[src/rtl/univ_shift_reg_ctl.sv]
// -----------------------------------------------------------------------------
// univ_shift_reg_ctl
//
// Universal shift register with a built-in burst controller. One-shot
// operations run while IDLE whenever en is high. A start/count request runs
// an N-step shift or rotate on its own, one step per clock, with busy/done
// status.
//
// Ports
//   clk    in   rising-edge clock for all state
//   rstn   in   asynchronous active-low reset
//   mode   in   3-bit op select:
//                 000 hold, 001 shl, 010 shr, 011 rol, 100 ror,
//                 101 asr, 110 load, 111 hold
//   en     in   single-step enable (IDLE only)
//   start  in   burst request (IDLE only)
//   count  in   burst length, captured together with start
//   I      in   parallel load data
//   SIL    in   serial input for shl (enters A[0])
//   SIR    in   serial input for shr (enters A[WIDTH-1])
//   A      out  register contents
//   SOL    out  A[WIDTH-1], combinational
//   SOR    out  A[0], combinational
//   busy   out  high while a burst is running
//   done   out  one-cycle pulse after a burst completes
// -----------------------------------------------------------------------------
module univ_shift_reg_ctl #(
  parameter int WIDTH = 8,
  parameter int CNT_W = 4
) (
  input  logic             clk,
  input  logic             rstn,
  input  logic [2:0]       mode,
  input  logic             en,
  input  logic             start,
  input  logic [CNT_W-1:0] count,
  input  logic [WIDTH-1:0] I,
  input  logic             SIL,
  input  logic             SIR,
  output logic [WIDTH-1:0] A,
  output logic             SOL,
  output logic             SOR,
  output logic             busy,
  output logic             done
);

  typedef enum logic [2:0] {
    OP_HOLD = 3'b000,
    OP_SHL  = 3'b001,
    OP_SHR  = 3'b010,
    OP_ROL  = 3'b011,
    OP_ROR  = 3'b100,
    OP_ASR  = 3'b101,
    OP_LOAD = 3'b110,
    OP_RSVD = 3'b111
  } op_e;

  typedef enum logic {
    ST_IDLE = 1'b0,
    ST_RUN  = 1'b1
  } state_e;

  state_e           state_q, state_d;
  logic [WIDTH-1:0] a_q, a_d;
  logic [CNT_W-1:0] cnt_q, cnt_d;
  op_e              mode_q, mode_d;
  logic             busy_q, busy_d;
  logic             done_q, done_d;

  logic             burst_op;
  logic             last_step;

  // Next value of the register for a given op. Load is included so the
  // single-step path and the burst path share one datapath. Burst mode is
  // never load, so I is effectively unused while RUN.
  function automatic logic [WIDTH-1:0] apply_op(
    input logic [2:0]       op,
    input logic [WIDTH-1:0] a,
    input logic [WIDTH-1:0] load_val,
    input logic             sil,
    input logic             sir
  );
    logic [WIDTH-1:0] r;
    r = a;
    case (op)
      OP_SHL:  r = {a[WIDTH-2:0], sil};
      OP_SHR:  r = {sir, a[WIDTH-1:1]};
      OP_ROL:  r = {a[WIDTH-2:0], a[WIDTH-1]};
      OP_ROR:  r = {a[0], a[WIDTH-1:1]};
      OP_ASR:  r = {a[WIDTH-1], a[WIDTH-1:1]};
      OP_LOAD: r = load_val;
      default: r = a;  // hold and reserved encoding
    endcase
    return r;
  endfunction

  // Only the five shift/rotate ops can be run as a burst. Start with any
  // other mode is ignored, and en is then evaluated as usual.
  assign burst_op  = (mode != OP_HOLD) && (mode <= OP_ASR);

  // The step that consumes the final remaining count also leaves RUN.
  assign last_step = (cnt_q == CNT_W'(1));

  // ---------------------------------------------------------------------------
  // Next-state and datapath
  // ---------------------------------------------------------------------------
  always_comb begin
    // NOTE: every variable gets a default first so that no path through the
    // case/if tree leaves it unassigned, which would infer a latch.
    state_d = state_q;
    a_d     = a_q;
    cnt_d   = cnt_q;
    mode_d  = mode_q;
    busy_d  = 1'b0;
    done_d  = 1'b0;

    case (state_q)
      ST_IDLE: begin
        if (start && burst_op) begin
          // A valid start wins over en. A is left untouched this cycle and
          // the first shift happens on the following edge.
          if (count != '0) begin
            state_d = ST_RUN;
            cnt_d   = count;
            mode_d  = op_e'(mode);
            busy_d  = 1'b1;
          end else begin
            // A zero-length burst completes at once.
            done_d = 1'b1;
          end
        end else if (en) begin
          a_d = apply_op(mode, a_q, I, SIL, SIR);
        end
      end

      ST_RUN: begin
        // Inputs other than SIL/SIR are ignored here. The serial inputs are
        // sampled live on every shift edge.
        a_d   = apply_op(mode_q, a_q, I, SIL, SIR);
        cnt_d = cnt_q - CNT_W'(1);
        if (last_step) begin
          state_d = ST_IDLE;
          done_d  = 1'b1;
        end else begin
          busy_d = 1'b1;
        end
      end

      default: state_d = ST_IDLE;
    endcase
  end

  // ---------------------------------------------------------------------------
  // State register
  // ---------------------------------------------------------------------------
  // NOTE: sequential state uses non-blocking assignments only. Every flop
  // samples its pre-edge value, independent of the order of the statements.
  always_ff @(posedge clk or negedge rstn) begin
    if (!rstn) begin
      state_q <= ST_IDLE;
      a_q     <= '0;
      cnt_q   <= '0;
      mode_q  <= OP_HOLD;
      busy_q  <= 1'b0;
      done_q  <= 1'b0;
    end else begin
      state_q <= state_d;
      a_q     <= a_d;
      cnt_q   <= cnt_d;
      mode_q  <= mode_d;
      busy_q  <= busy_d;
      done_q  <= done_d;
    end
  end

  assign A    = a_q;
  assign SOL  = a_q[WIDTH-1];
  assign SOR  = a_q[0];
  assign busy = busy_q;
  assign done = done_q;

  // ---------------------------------------------------------------------------
  // Design invariants
  // ---------------------------------------------------------------------------
  // busy is a registered copy of "in RUN". It is never high alongside done,
  // because done only rises on the edge that leaves RUN or skips it.
  a_busy_tracks_state: assert property (
    @(posedge clk) disable iff (!rstn) busy_q == (state_q == ST_RUN)
  );

  a_busy_done_exclusive: assert property (
    @(posedge clk) disable iff (!rstn) !(busy_q && done_q)
  );

  a_run_count_nonzero: assert property (
    @(posedge clk) disable iff (!rstn) (state_q == ST_RUN) |-> (cnt_q != '0)
  );

endmodule

[config.mk]
export PLATFORM = sky130hd
export DESIGN_NAME = univ_shift_reg_ctl
export DESIGN_NICKNAME = d
export VERILOG_FILES = /design/src/rtl/univ_shift_reg_ctl.sv
export SDC_FILE = /design/constraint.sdc
export NUM_CORES = 1
export LEC_CHECK = 0
export CAP_MARGIN = 20
export CORE_MARGIN = 5
export CORE_UTILIZATION = 45
export DETAILED_ROUTE_END_ITERATION = 10
export GPL_ROUTABILITY_DRIVEN = 0
export PLACE_DENSITY = 0.72
export SLEW_MARGIN = 20
export SYNTH_ARGS = -nofsm -noshare
export SYNTH_HDL_FRONTEND = slang
export SYNTH_SLANG_ARGS = --single-unit
[constraint.sdc]
create_clock -name clk -period 2.24 [get_ports clk]
set_input_delay 0.448 -clock clk [delete_from_list [all_inputs] [get_ports clk]]
set_output_delay 0.448 -clock clk [all_outputs]
set_load 0.05 [all_outputs]
# Word level (Yosys, flattened, before mapping)
# Index checks and enable logic that the tools add are counted.
[totals]
ff_bits = 17
latch_bits = 0
mem_bits_rw = 0
rom_bits = 0
inputBits = 21
out_inout_bits = 12
wordCells = 56
memories = 0
[op_classes]
addsub = 1
multipliers = 0
n_div = 0
magnitude_cmp = 1
n_eq_ne = 23
n_shift = 0
mux = 16
bitwise = 1
reduce_logical = 8
[op_table]
columns = ["op", "n"]
rows = [
  ["$pmux W8 S6", 2],
  ["$eq A3 B3 Y1 const B", 6],
  ["$mux W8", 2],
  ["$pmux W8 S2", 1],
  ["$ne A7 B1 Y1 const B", 2],
  ["$eq A3 B2 Y1 const B", 4],
  ["$ne A2 B2 Y1 const B", 6],
  ["$ne A6 B1 Y1 const B", 2],
  ["$mux W4", 2],
  ["$pmux W4 S2", 1],
  ["$eq A3 B1 Y1 const B", 2],
  ["$mux W1", 6],
  ["$reduce_and A6 Y1", 1],
  ["$eq A4 B1 Y1 const B", 1],
  ["$pmux W1 S2", 2],
  ["$reduce_and A4 Y1", 1],
  ["$reduce_bool A4 Y1", 1],
  ["$sub A4 B1 Y4 const B", 1],
  ["$le A3 B3 Y1 const B", 1],
  ["$reduce_and A3 Y1", 1],
  ["$reduce_bool A3 Y1", 1],
  ["$logic_and A1 B1 Y1", 2],
  ["$reduce_and A2 Y1", 1],
  ["$not A1 Y1", 1],
]

# Logic depth before layout (Yosys ltp)
[logic_depth]
ltp_word = 5
depth_mapped = 6
depth_no_buf = 5

# Worst setup path before layout
# OpenSTA, ideal clock, no wires.
[synth_path]
path_type = "flip-flop to flip-flop"
from = "register, netlist name busy"
to = "register a_q[0] (netlist: A[0])"
setup_time_ps = 125
arrival_time_ps = 1711
required_time_ps = 2115
path_slack_ps = 404
path_stages_with_launch = 6
path_buffers = 1
synth_period_minus_slack_ps = 1836
path_cell_list = "dfrtp_1 -> o31ai_1 -> a31o_2 -> and2_1 -> buf_6 -> mux2_4"
[synth_rtl]
columns = ["element", "line", "rtl"]
rows = [
  ["end signal: assignment", "161", "a_q <= '0;"],
  ["end signal: assignment", "168", "a_q <= a_d;"],
  ["end: declaration", "64", "logic [WIDTH-1:0] a_q, a_d;"],
]

# Worst setup path in the final report
[layout_path]
from = "register a_q[2] (netlist: A[2])"
to = "output port A[2]"
[layout_rtl]
columns = ["element", "line", "rtl"]
rows = [
  ["end: declaration", "40", "output logic [WIDTH-1:0] A,"],
]
# No word-level cell between the ends.

==> impl_metrics.tcl <==
set metrics [dict create \
    outcome "complete, no violations" \
    grt-ovfl-total 0 \
    layout-drive-gt1-share_pct 20.0 \
    syn-num-nets 201 \
    first_pass_iters 4 \
    core_um2 3340 \
    synth-compound-area-share_pct 22.3 \
    viasPerCell 6.08 \
    synthFlopType "dfrtp_1" \
    clock.fmax_mhz 473 \
    power_leakage_uw 0.000823 \
    port_buffers 32 \
    setup_viol 0 \
    initial_core_util_pct 46.4 \
    final_antenna_net_count 0 \
    period_needed_ns 2.12 \
    crit_family "buffers and inverters" \
    syn_avg_cell_area_um2 8.70 \
    drv_slew 0 \
    clock-sinks 17 \
    n_antenna_cell 0 \
    mostFrequentLayoutCells "clkdlybuf4s50_1 (31), dfrtp_1 (17), nand2_1 (17)" \
    synth_edf_count 0 \
    grt_max_degree 20 \
    cts_tree "yes" \
    ys_ff_latch 17 \
    p_clk_share_pct 6.5 \
    post_cts_buffers 0 \
    power_density_nw_per_um2 1380 \
    cp.arrival_ns 1.67 \
    ff_latch_area_um2 425 \
    critPathMaxStageDelay_ns 0.86 \
    synth_top_family_by_area "simple AND/OR/NAND/NOR gates" \
    r2r_cells 5 \
    pwr-share-comb_pct 67.0 \
    hold_viol 0 \
    power_switching_uw 1400 \
    holdBufCountCts 0 \
    path_class "reg -> out" \
    clk_latency_ns 0.30 \
    cp_max_fo 8 \
    path_clk_slew_ns 0.11 \
    drtIter0Drc 127 \
    antenna_found_initial 0 \
    syn_inst 178 \
    r2r-end "A[6]" \
    final_common_cell "clkdlybuf4s50_1" \
    row_count 21 \
    max-cap-violations 0 \
    cts_repair_resize_count 0 \
    first_global_vias 1582 \
    layoutNonFillerInstCount 261 \
    nets 239 \
    grt.total_usage_pct 21.0 \
    slew_headroom_pct 56.5 \
    drt_wl_total_mm 4.42 \
    cp_num_buf_inv 1 \
    startpoint_type "register" \
    place_hpwl_mm 3.32 \
    clock-skew-final_ns 0.00227 \
    multiInputGateArea_um2 1000 \
    worstMarginPinSlew_ns 0.653 \
    grt_first_pass_wirelength_mm 7.55 \
    place_inst 257 \
    dieWidth_um 68.6 \
    switching_share_pct 51.0 \
    synthArstFlopShare_pct 100 \
    synth_warnings 0 \
    cp.required_ns 1.79 \
    clock_path_buffers 2 \
    io-pin-count 33 \
    path_depth 1 \
    crit_path_end_kind "primary output" \
    wl_per_cell_um 16.9 \
    synth_simple_gate_area_share_pct 25.8 \
    drc 0 \
    dieArea_um2 4710 \
    cpMaxStageDelayCell "clkdlybuf4s50_1" \
    crit_end "A[2]" \
    yosysSeqAreaShare_pct 27.5 \
    netlist_area_um2 1550 \
    muxShareOfSynthArea_pct 14.1 \
    routed-via-count 1586 \
    r2r-start "mode_q[2]" \
    rsz0062_at_grt "false" \
    hold_path_class "in -> async" \
    cts-buffers-inserted 3 \
    area_growth_pct 28.5 \
    yosys.area_share.xor_xnor_pct 1.13 \
    root_buffer "clkbuf_4" \
    total_power_uw 2740 \
    min_period_over_period_pct 94.5 \
    critPathLaunch "A[2]" \
    path_cells "clkdlybuf4s50_1" \
    p_int_uw 1340 \
    p_seq_share_pct 26.5 \
    die_h_um 68.6 \
    r2r_slack_ns 0.27 \
    peakVddDrop_v 0.000613 \
    synth_cell_type_count 41 \
    fill_cells 305 \
    synth_fa_ha_area_share_pct 1.62 \
    htree_levels 1 \
]
## metal layers
layer | GRT usage, % | vias up | routed length, um | share of wire (%)
li1 | - | 740 | - | -
met1 | 28.5 | 744 | 1930 | 44
met2 | 33.8 | 96 | 2070 | 47
met3 | 3.40 | 6 | 374 | 8.5
met4 | 6.95 | 0 | 54 | 1.2
met5 | 0 | - | 0 | 0
## final cells by class
cell class,instances,area share [%]
Timing Repair Buffer,48,22.7
Inverter,6,1.13
Tap cell,46,2.89
Multi-Input combinational cell,140,50.5
Clock inverter,1,0.252
Clock buffer,3,1.13
Sequential cell,17,21.4
## how the worst min path moves through the flow
stage	from	endpoint
2_1_floorplan	rstn	A[0]
3_3_place_gp	cnt_q[0]	cnt_q[0]
3_5_place_dp	cnt_q[0]	cnt_q[0]
4_1_cts	rstn	cnt_q[1]
5_1_grt	rstn	cnt_q[1]
6_report	rstn	done
## cell families (layout without fill, tap and decap cells)
group | count (synthesis) | after routing
XOR/XNOR | 2 | 2
flip-flops | 17 | 17
AND/OR/NAND/NOR | 67 | 67
multiplexers | 19 | 19
AO/OA/AOI/OAI | 50 | 50
adder cells (fa/ha/maj) | 2 | 2
buffers and inverters | 21 | 58
## synth_stat cells, types with 2 or more instances
cell type   n  share of area [%]
nand3_1    12                3.9
nand2b_1    9                3.6
dfrtp_1    17                 27
mux2_2      8                5.8
or2_2       6                2.4
o211ai_1    2               0.97
buf_4       3                1.5
mux2i_1     9                5.8
a221oi_1   12                6.8
nor2_1      5                1.2
xor2_1      2                1.1
ha_1        2                1.6
buf_2       4                1.3
clkbuf_1    5                1.2
buf_6       3                2.2
inv_1       6                1.5
o31ai_1     8                3.9
o21ai_0     8                2.6
a211o_1     2                1.1
a21oi_1    10                3.2
nor2b_1     2               0.81
nand3b_1    6                2.9
nand2_1    17                4.1
o22ai_1     3                1.2
## metrics by stage
stage	TNS, ns	setup slack [ns]	area, um2	util [%]	hold WS [ns]
finish	0	0.124	1990	59.6	0.466
global route	0	0.0355	1990	59.6	0.466
CTS	0	0.135	1990	59.6	0.469
detailed placement	-0.000929	-0.000929	1960	58.8	0.537
global placement	0	0.0454	1960	58.8	0.529
floorplan	0	0.404	1550	-	0.152
## flip-flops by register name (all words and copies together) (netlist names)
name    flops
cnt_q       4
mode_q      3
busy        1
done        1
A           8
## power by group through the flow
stage | combinational, uW | sequential, uW | clock [uW]
3_5_place_dp | 1820 | 726 | 0
2_1_floorplan | 1150 | 851 | 0
5_1_grt | 2000 | 762 | 205
6_report | 1840 | 726 | 179
4_1_cts | 1830 | 722 | 182
3_3_place_gp | 1790 | 713 | 0
(Power assumes the default switching activity.)
